$ cat config.mk
export PLATFORM = sky130hd
export DESIGN_NAME = cnn_frame_arbiter
export DESIGN_NICKNAME = d
export VERILOG_FILES = /design/src/rtl/cnn_frame_arbiter.sv
export SDC_FILE = /design/constraint.sdc
export NUM_CORES = 1
export LEC_CHECK = 0
export CAP_MARGIN = 20
export CORE_MARGIN = 3
export CORE_UTILIZATION = 34
export CTS_BUF_LIST = sky130_fd_sc_hd__clkbuf_4 sky130_fd_sc_hd__clkbuf_8
export CTS_CLUSTER_SIZE = 20
export DETAILED_ROUTE_END_ITERATION = 8
export HOLD_SLACK_MARGIN = 0.02
export PLACE_DENSITY = 0.84
export RECOVER_POWER = 25
export REMOVE_ABC_BUFFERS = 1
export SLEW_MARGIN = 15
export SYNTH_ARGS = -nofsm -noshare
export SYNTH_HDL_FRONTEND = slang
export SYNTH_SLANG_ARGS = --single-unit
$ cat constraint.sdc
create_clock -name clock -period 3.45 [get_ports clock]
set_input_delay 0.69 -clock clock [delete_from_list [all_inputs] [get_ports clock]]
set_output_delay 0.69 -clock clock [all_outputs]
set_load 0.005 [all_outputs]
$ cat src/rtl/cnn_frame_arbiter.sv
// Two-requester frame arbiter in front of a CNN core: whole input frames are granted
// round-robin, and each frame's result words are routed back to its owner via a tag FIFO.
//
// state  | meaning
// IDLE   | no frame granted; arbitrating, both sources stalled
// STREAM | forwarding grant_id's words to the CNN until FRAME_WORDS have transferred
module cnn_frame_arbiter #(
  parameter int WIDTH        = 32,
  parameter int FRAME_WORDS  = 784,
  parameter int RESULT_WORDS = 10,
  parameter int TAG_DEPTH    = 4
) (
  input  logic               clock,
  input  logic               reset,
  input  logic [2*WIDTH-1:0] src_data,
  input  logic [1:0]         src_valid,
  output logic [1:0]         src_stall,
  output logic [WIDTH-1:0]   cnn_in_data,
  output logic               cnn_in_valid,
  input  logic               cnn_upstream_stall,
  input  logic [WIDTH-1:0]   cnn_out_data,
  input  logic               cnn_out_valid,
  output logic               cnn_downstream_stall,
  output logic [WIDTH-1:0]   res_data,
  output logic [1:0]         res_valid,
  input  logic [1:0]         res_stall,
  output logic               busy,
  output logic               grant_id
);
  localparam logic [0:0] ST_IDLE   = 1'b0;
  localparam logic [0:0] ST_STREAM = 1'b1;

  localparam int WC_W  = $clog2(FRAME_WORDS + 1);
  localparam int RC_W  = $clog2(RESULT_WORDS + 1);
  localparam int PTR_W = (TAG_DEPTH > 1) ? $clog2(TAG_DEPTH) : 1;
  localparam int TC_W  = $clog2(TAG_DEPTH + 1);

  localparam logic [WC_W-1:0] WC_LAST  = WC_W'(FRAME_WORDS - 1);
  localparam logic [RC_W-1:0] RC_LAST  = RC_W'(RESULT_WORDS - 1);
  localparam logic [TC_W-1:0] TAG_FULL = TC_W'(TAG_DEPTH);

  logic [0:0]           state;
  logic                 last_grant;
  logic [WC_W-1:0]      word_cnt;
  logic [RC_W-1:0]      res_cnt;
  logic [TAG_DEPTH-1:0] tag_mem;
  logic [PTR_W-1:0]     wr_ptr;
  logic [PTR_W-1:0]     rd_ptr;
  logic [TC_W-1:0]      tag_cnt;

  logic tag_empty, tag_full, tag_head;
  logic arb_pick, grant_fire, in_fire, res_fire, tag_pop;

  assign busy      = (state == ST_STREAM);
  assign tag_empty = (tag_cnt == '0);
  assign tag_full  = (tag_cnt == TAG_FULL);
  assign tag_head  = tag_mem[rd_ptr];

  // Round-robin only matters when both want the link; a lone requester always wins.
  assign arb_pick   = (&src_valid) ? ~last_grant : src_valid[1];
  assign grant_fire = !busy && (|src_valid) && !tag_full;
  assign in_fire    = busy && src_valid[grant_id] && !cnn_upstream_stall;
  assign res_fire   = !tag_empty && cnn_out_valid && !res_stall[tag_head];
  assign tag_pop    = res_fire && (res_cnt == RC_LAST);

  always_comb begin
    cnn_in_data  = grant_id ? src_data[2*WIDTH-1:WIDTH] : src_data[WIDTH-1:0];
    cnn_in_valid = busy && src_valid[grant_id];
    src_stall    = 2'b11;
    if (busy) src_stall[grant_id] = cnn_upstream_stall;

    res_data             = cnn_out_data;
    res_valid            = 2'b00;
    cnn_downstream_stall = 1'b1;
    if (!tag_empty) begin
      res_valid[tag_head]  = cnn_out_valid;
      cnn_downstream_stall = res_stall[tag_head];
    end
  end

  always_ff @(posedge clock or posedge reset) begin
    if (reset) begin
      state      <= ST_IDLE;
      grant_id   <= 1'b0;
      last_grant <= 1'b1;
      word_cnt   <= '0;
    end else if (grant_fire) begin
      state    <= ST_STREAM;
      grant_id <= arb_pick;
      word_cnt <= '0;
    end else if (in_fire) begin
      word_cnt <= word_cnt + 1'b1;
      if (word_cnt == WC_LAST) begin
        state      <= ST_IDLE;
        last_grant <= grant_id;
      end
    end
  end

  always_ff @(posedge clock or posedge reset) begin
    if (reset) begin
      tag_mem <= '0;
      wr_ptr  <= '0;
      rd_ptr  <= '0;
      tag_cnt <= '0;
      res_cnt <= '0;
    end else begin
      if (grant_fire) begin
        tag_mem[wr_ptr] <= arb_pick;
        wr_ptr          <= wr_ptr + 1'b1;
      end
      if (res_fire) res_cnt <= tag_pop ? '0 : res_cnt + 1'b1;
      if (tag_pop) rd_ptr <= rd_ptr + 1'b1;
      case ({grant_fire, tag_pop})
        2'b10:   tag_cnt <= tag_cnt + 1'b1;
        2'b01:   tag_cnt <= tag_cnt - 1'b1;
        default: ;
      endcase
    end
  end

endmodule

Word-level counts from Yosys, hierarchy flattened
Index checks and enable logic that the tools add are counted.
- add/subtract/negate cells: 6
- $lt $le $gt $ge: 7
- eq/ne operators: 5
- muxes and demuxes: 25
- bitwise logic cells: 5
- reductions and logical operators: 23
- operators with widths (operator ; count):
    $mux 32 ; 1
    $mux 10 ; 2
    $mux 1 ; 13
    $add 10x1->10 const B ; 1
    $eq 10x10->1 const B ; 1
    $logic_and 1x1->1 ; 10
    $lt 2x3->1 const B ; 2
    $pmux 3 s2 ; 1
    $reduce_bool 2->1 ; 3
    $logic_not 1->1 ; 5
    $add 2x1->2 const B ; 2
    $add 4x1->4 const B ; 1
    $bwmux 4 ; 1
    $eq 4x4->1 const B ; 1
    $lt 1x2->1 const B ; 2
    $mux 2 ; 2
    $mux 4 ; 1
    $reduce_and 2->1 ; 2
    $add 3x1->3 const B ; 1
    $eq 3x3->1 const B ; 1
    $logic_not 3->1 ; 1
    $reduce_and 3->1 ; 1
    $sub 3x1->3 const B ; 1
    $and 2x2->2 ; 1
    11 further kinds ; 14
- register bits: 28
- bits of input ports: 104
- output and inout bits: 72

Logic depth before layout (Yosys ltp)
- depth in word-level cells: 9
- gate-level depth with buffers: 12
- gate-level depth less buffers: 12

Worst setup path before layout
No wires, ideal clock.
- path kind: reg-to-reg
- start: reg rd_ptr[0]
- end: reg tag_cnt[2]
- arrival: 2.375 ns
- data required time: 3.371 ns
- slack: 0.996 ns
- cell stages (with the launch flop): 11
- buffers on the path: 0
- period minus slack after synthesis: 2.454 ns
- path through: dfrtp_1 -> mux4_2 -> mux2i_4 -> nand3_1 -> inv_1 -> ha_1 -> inv_1 -> fa_1 -> xor2_1 -> nor2_1 -> xor2_1
- word-level cells in the longest chain between the ends: 9
- elaborated cells on any way between the ends: 11
- ends and longest elaborated chain (element ; RTL line ; RTL):
    start: declaration ; 48 ; logic [PTR_W-1:0] rd_ptr;
    start signal: assignment ; 113 ; if (tag_pop) rd_ptr <= rd_ptr + 1'b1;
    $bmux 1 s2 * ; 57 ; assign tag_head = tag_mem[rd_ptr];
    $mux 1 (not written as such) * ; 57 ;
    $mux 1 (not written as such) * (2 in a row) ; 63 ; assign res_fire = !tag_empty && cnn_out_valid && !res_stall[tag_head];
    $logic_not 1->1 * ; 63 ;
    $logic_and 1x1->1 * ; 63 ;
    $logic_and 1x1->1 * ; 64 ; assign tag_pop = res_fire && (res_cnt == RC_LAST);
    via tag_pop ; 52 ; logic arb_pick, grant_fire, in_fire, res_fire, tag_pop;
    $eq 2x1->1 / $eq 2x2->1 (equally long branches) ; 114 ; case ({grant_fire, tag_pop})
    $pmux 3 s2 / $reduce_bool 2->1 (equally long branches) ; -- ;
    end signal: assignment ; 115 ; 2'b10: tag_cnt <= tag_cnt + 1'b1;
    end signal: assignment ; 116 ; 2'b01: tag_cnt <= tag_cnt - 1'b1;
    end: declaration ; 49 ; logic [TC_W-1:0] tag_cnt;
Mark *: on every way through the listed nets, which the timed path passes. The rest lies on a longest branch. The select of a mux whose other input is x is not followed.
A chain may end at the register's enable or synchronous reset.

Final worst setup path
- start: reg rd_ptr[0]
- end: out cnn_downstream_stall
- word-level cells in the longest chain between the ends: 5
- ends and longest elaborated chain (element ; RTL line ; RTL):
    $bmux 1 s2 ; 57 ;
    $mux 1 (not written as such) ; 57 ;
    $mux 1 (not written as such) (2 in a row) ; 77 ; cnn_downstream_stall = res_stall[tag_head];
    $mux 1 ; 75 ; if (!tag_empty) begin
    end: declaration ; 23 ; output logic cnn_downstream_stall,
No other way between the ends. The select of a mux whose other input is x is not followed.

==> results.py <==
metrics = {
    "route": {
        "via_per_inst": 5.05,
        "totalWireLength_mm": 6.48,
        "drc": 0,
        "wl_per_cell_um": 17.6,
        "firstDrtPassIters": 4,
        "vias": 1860,
        "final_antenna_net_count": 0,
        "drtIter0Drc": 66,
    },
    "worst_setup_path": {
        "critPathMaxFanout": 6,
        "reg2reg_slack_ps": 780,
        "r2r_end": "tag_cnt[2]$_DFFE_PP0P_",
        "cp_slowest_cell": "mux4_2",
        "cpPeakStageDelay_ps": 590,
        "critPathCaptureType": "output port",
        "worst-setup-path-type": "reg -> out",
        "required_ps": 2760,
        "start_kind": "flip-flop",
        "crit_chain": "mux4_2, mux2i_4, o31ai_1, clkdlybuf4s50_1",
        "r2r_cells": 10,
        "r2r_start": "rd_ptr[0]$_DFFE_PP0P_",
        "worst_ep_arrival_time_ps": 2150,
    },
    "logic_synthesis": {
        "ys_types": 41,
        "syn-instance-count": 212,
        "synth-edff-count": 0,
        "syn_area_um2": 2150,
        "synth_top_area_share_pct": 31.4,
        "synth_ff_type": "dfrtp_1",
        "yosys.area.top_type": "dfrtp_1",
        "synthArstFlopShare_pct": 100,
        "synth_area_leaders": "dfrtp_1 (31%), mux2_2 (20%), buf_4 (11%)",
        "synth-seq-cells": 28,
        "yosysWarnings": 0,
        "syn_area_per_cell_um2": 10.2,
        "seq_area_frac_synth_pct": 32.6,
    },
    "cts": {
        "cts_tree": "yes",
        "cts_made_buffers": 3,
        "clock_latency_ps": 260,
        "postCtsSetupBuffers": 0,
        "cts.sinks": 28,
        "clockBufferDepth": 2,
        "cts.clk_slew.worst_paths_ps": 90,
        "htree_levels": 1,
        "root_buffer": "clkbuf_8",
        "post_cts_resized": 0,
        "ctsHoldBuffers": 0,
    },
    "global_route": {
        "grt_overflow_total": 0,
        "antenna_found_initial": 0,
        "grt_start_max_net_pins": 29,
        "track_usage_pct": 17.4,
        "grt_pass1_vias": 2022,
        "grt_pass1_wl_mm": 9.96,
    },
    "sta": {
        "finalCritPeriodShare_pct": 82.4,
        "tns_ps": 0,
        "hold_viol": 0,
        "worst_pin_slew_ps": 1140,
        "fmax_ghz": 0.352,
        "post-route-min-period_ps": 2840,
        "drv_slew": 0,
        "rsz0062_at_grt": "false",
        "setup_viol": 0,
        "relSlewSlack_pct": 23.7,
        "clock_skew_ps": 2.79,
    },
    "min_path": {
        "hold_end": "rd_ptr[1]$_DFFE_PP0P_",
        "hold_start": "rd_ptr[1]$_DFFE_PP0P_",
        "whs_path_depth": 1,
        "hp-class": "reg -> reg",
    },
    "pwr": {
        "leakage_nw": 1.30,
        "ir_drop_mv": 0.322,
        "power_density_nw_per_um2": 551,
    },
    "die": {
        "initial_utilization_pct": 35.7,
        "die_w_um": 85.6,
        "io_pins": 176,
        "rows": 28,
        "die_y_um": 85.6,
        "coreArea_um2": 6030,
        "dieArea_um2": 7320,
    },
    "job": {
        "cap_violations": 0,
    },
    "cells_and_area": {
        "ff_latch_area_um2": 702,
        "multi_input_area_um2": 1150,
        "fin_util_pct": 52.8,
        "syn2layout_area_growth_pct": 47.8,
        "nNetsFinal": 407,
        "drive_above_1_share_pct": 18.8,
        "final_common_cell": "clkdlybuf4s50_1",
        "final_cell_mix": "clkdlybuf4s50_1 (110), mux2_2 (38), dfrtp_1 (27), nor2_1 (13), nand2_1 (11)",
        "antenna_cells": 0,
        "n_fill_cell": 555,
    },
    "placed_design": {
        "hpwl_mm": 5.39,
        "portBuffers": 111,
        "gp_congestion": 0.818,
    },
    "outcome": {
        "status": "completed",
    },
}
## layer usage
layer | up-vias | share of wire [%] | track usage (%)
li1 | 861 | - | -
met1 | 856 | 39 | 20.0
met2 | 129 | 44 | 26.3
met3 | 12 | 13 | 10.5
met4 | 2 | 2.5 | 5.76
met5 | - | 0.51 | 6.29
## how the worst max path moves through the flow
stage	startpoint	end	slack, ps	depth (start not counted)
6_report	rd_ptr[0]$_DFFE_PP0P_	cnn_downstream_stall	610	4
3_5_place_dp	src_valid[0]	cnn_in_valid	660	4
2_1_floorplan	src_valid[1]	tag_cnt[2]$_DFFE_PP0P_	960	9
3_3_place_gp	src_valid[1]	cnn_in_valid	670	4
4_1_cts	rd_ptr[0]$_DFFE_PP0P_	cnn_downstream_stall	590	4
5_1_grt	rd_ptr[0]$_DFFE_PP0P_	cnn_downstream_stall	500	4
## cell usage after synthesis (2+ instances only)
| master | number |
|---|---|
| o31ai_1 | 3 |
| buf_4 | 32 |
| o21ai_0 | 5 |
| mux2i_1 | 3 |
| ha_1 | 8 |
| xor2_1 | 5 |
| and2_1 | 3 |
| or3_1 | 2 |
| inv_1 | 10 |
| mux2_4 | 3 |
| nand2_1 | 11 |
| buf_1 | 3 |
| nor2b_1 | 2 |
| and3_1 | 2 |
| clkbuf_1 | 2 |
| dfrtp_1 | 27 |
| xnor2_1 | 5 |
| a21oi_1 | 4 |
| nand4_1 | 5 |
| nor2_1 | 13 |
| nand3_1 | 7 |
| mux2_2 | 38 |
## state kept, by name (all words and copies together), names as in the netlist
| name | flops |
|---|---|
| busy | 1 |
| grant_id | 1 |
| last_grant | 1 |
| rd_ptr | 2 |
| res_cnt | 4 |
| tag_cnt | 3 |
| tag_mem | 4 |
| word_cnt | 10 |
| wr_ptr | 2 |
## stage by stage
step                setup slack (ps)  power [mW]  std cells  hold slack (ps)  area (µm²)
floorplan                        964        1.10        174              453        1890
global placement                 667        1.55        363              470        3130
detailed placement               655        1.58        363              493        3130
CTS                              592        1.77        367              509        3180
global route                     495        1.89        368              533        3180
finish                           608        1.75        368              500        3180
## final cells by class
| cell class | instances | area share, % |
|---|---|---|
| repair buffers | 115 | 36.2 |
| flip-flops and latches | 28 | 22.1 |
| well taps | 75 | 2.95 |
| multi-input cells | 136 | 36.1 |
| inverters | 10 | 1.18 |
| clock buffers | 4 | 1.53 |
## worst max-delay path, delay by kind of cell, from the launching register on
kind                   cells  cell delay [ps]
AOI/OAI and AO/OA          1              120
buffers and inverters      1              460
DFF                        1              420
muxes                      2              890
## report_power, final
part	internal [mW]	total [mW]	switching, mW
Sequential	0.439	0.577	0.138
Clock	0.0904	0.183	0.0930
Combinational	0.633	0.991	0.357
## cell families (layout without fill, tap and decap cells)
logic type               Yosys count  in the layout  synth area share (%)
XOR/XNOR                          10             10                  4.07
AND/OR/NAND/NOR                   53             53                  12.7
multiplexers                      46             46                  25.5
flip-flops                        28             28                  32.6
AO/OA/AOI/OAI                     18             18                  5.52
adder cells (fa/ha/maj)            9              9                  5.58
buffers and inverters             48            129                  14.0
No activity file was read; power rests on OpenSTA's default activity.
==> RTL change, RTL diff (same settings) <==
Set the parameter `TAG_DEPTH` to 2 (it was 4).
--- a/src/rtl/cnn_frame_arbiter.sv
+++ b/src/rtl/cnn_frame_arbiter.sv
@@ -8,7 +8,7 @@
   parameter int WIDTH        = 32,
   parameter int FRAME_WORDS  = 784,
   parameter int RESULT_WORDS = 10,
-  parameter int TAG_DEPTH    = 4
+  parameter int TAG_DEPTH    = 2
 ) (
   input  logic               clock,
   input  logic               reset,
Function: no difference found for any inputs over 10 cycles, from zero or initial values and one cycle with reset high; that may be too few to reach the edited logic, so the function may still have changed.
==> RTL change against the original RTL <==
  * Via count decreased by 7.3%
  * Setup slack improved by 0.057 ns
  * Synthesized area decreased by 14%
  * First-iteration DRC count shrank 32%
  * Largest cell class unchanged
  * Routed wire length fell by 2.4%
  * Global-route usage up 2.1 points
  * Core utilization increased by 2.0 points
  * Hold slack improved by 0.0085 ns
  * Die area fell by 13%
  * Design area decreased by 10%
  * Power down 12%
  * Sequential cell count shrank 5
  * Highest routed layer is now met4
  * Critical path type unchanged
  * Sequential power shrank 20%
==> RTL change: results (changes against the original RTL) <==
Setup path
  • CP endpoint: cnn_in_data[25]
  • R2r startpoint: rd_ptr$_DFFE_PP0P_
  • RR Endpoint: tag_cnt[1]$_DFFE_PP0P_
  • CP Max Fanout: 33 (+27)
  • Critical Path End Type: primary output
  • Reg2Reg Setup Slack: 1.39 ns (+0.61 ns)
  • CP arrival: 2.10 ns (-0.05 ns)
  • Setup crit start: grant_id$_DFFE_PP0N_
  • R2R depth: 6 (-4)

Power
  • Worst VDD drop: 0.000326 V (+1.2%)
  • Static leakage: 1.12 nW (-14%)

Timing
  • Slew HR: 0.439 (+0.202)
  • Worst Skew: 0.00370 ns (+0.000912 ns)
  • Fin crit period: 2.79 ns (-0.0568 ns)
  • Hold WS: 0.508 ns (+0.00854 ns)

Finish
  • Top reg by flops: word_cnt
  • Layout cells sized above 1: 0.159 (-0.0285)
  • Fill count: 465 (-16%)
  • Final non-filler cell total: 340 (-7.6%)
  • Top flop regs: word_cnt (10), res_cnt (4)
  • Antenna Cells: 0 (unchanged)
  • Nets: 379 (-6.9%)

GRT
  • First-pass GRT wire length: 9310 um (-6.5%)
  • Largest net degree at the start of global routing: 34 (+17%)
  • Total Routing Usage GR: 0.196 (+0.0215)
  • Global-route met1 utilization: 0.204 (+0.00340)
  • Grt met3 use: 0.134 (+0.0296)
  • Vias in the first global route: 1,761 (-13%)
  • Met2 Usage GRT: 0.317 (+0.0536)

Min path
  • Hold worst-path end: wr_ptr$_DFFE_PP0N_
  • Hold_sp: wr_ptr$_DFFE_PP0N_
  • Worst Hold Class: reg2reg

Routing
  • DRT iter0 DRCs: 45 (-32%)
  • Met1 wire length: 2280 um (-11%)
  • Avg WL per Cell: 18.6 um (+5.6%)
  • Vias per std cell: 5.07 (+0.38%)
  • WL met3: 1120 um (+30%)
  • First drt pass iteration count: 4 (unchanged)
  • DRC viols: 0 (unchanged)
  • Top sig layer: met4
  • Met2 WL: 2830 um (-1.8%)

Clock network
  • Clk root buf: clkbuf_8
  • Longest Clk Path Bufs: 2 (unchanged)
  • Setup bufs post-CTS: 0 (unchanged)
  • TritonCTS Buffers: 3 (unchanged)
  • Max H-tree Level: 1 (unchanged)
  • Clk_lat worst skew: 0.27 ns

Place
  • Post-DP HPWL: 5360 um (-0.49%)
  • Placed Area: 0.00280 mm^2 (-10%)
  • Placed Cells: 336 (-7.4%)
  • DP Worst Slack: 0.705 ns (+0.0499 ns)
  • RePlAce Congestion: 0.769 (-6.0%)

Yosys
  • Post-synth ARST share: 1.00 (unchanged)
  • Sequential share of the synthesized area: 0.310 (-0.0161)
  • Cell variety after synth: 36 (-12%)
  • Synth area leaders: dfrtp_1 (30%), mux2_2 (21%), buf_4 (13%)
  • Most common library cells after synthesis: mux2_2 (35), buf_4 (33), dfrtp_1 (22)
  • Syn Inst Count: 192 (-9.4%)

Run status
  • Outcome: completed
RTL change: layout make-up:
class	instances	area, um^2	share of cell area
clock buffers	3	41.3	0.0145
inverters	4	15.0	0.00527
well taps	70	87.6	0.0307
repair buffers	113	1130	0.395
multi-input cells	126	997	0.350
clock inverters	1	7.51	0.00263
flip-flops and latches	23	577	0.202
RTL change: cell families after synthesis:
group,after synthesis,synth area share
AND/OR/NAND/NOR,54,0.151
buffers and inverters,43,0.154
multiplexers,43,0.258
flip-flops,23,0.310
AO/OA/AOI/OAI,16,0.0578
XOR/XNOR,9,0.0424
adder cells (fa/ha/maj),4,0.0269
RTL change: critical path: stages (launching register included):
cell and delay [ns]:
dfrtp_1 0.52, buf_4 0.44, mux2_2 0.39, clkdlybuf4s50_1 0.47
RTL change: report_power, final:
part	leakage (nW)	total [mW]	switching [mW]	internal, mW
sequential	0.284	0.461	0.104	0.358
clock	0.0217	0.171	0.0891	0.0818
combinational	0.812	0.908	0.325	0.583
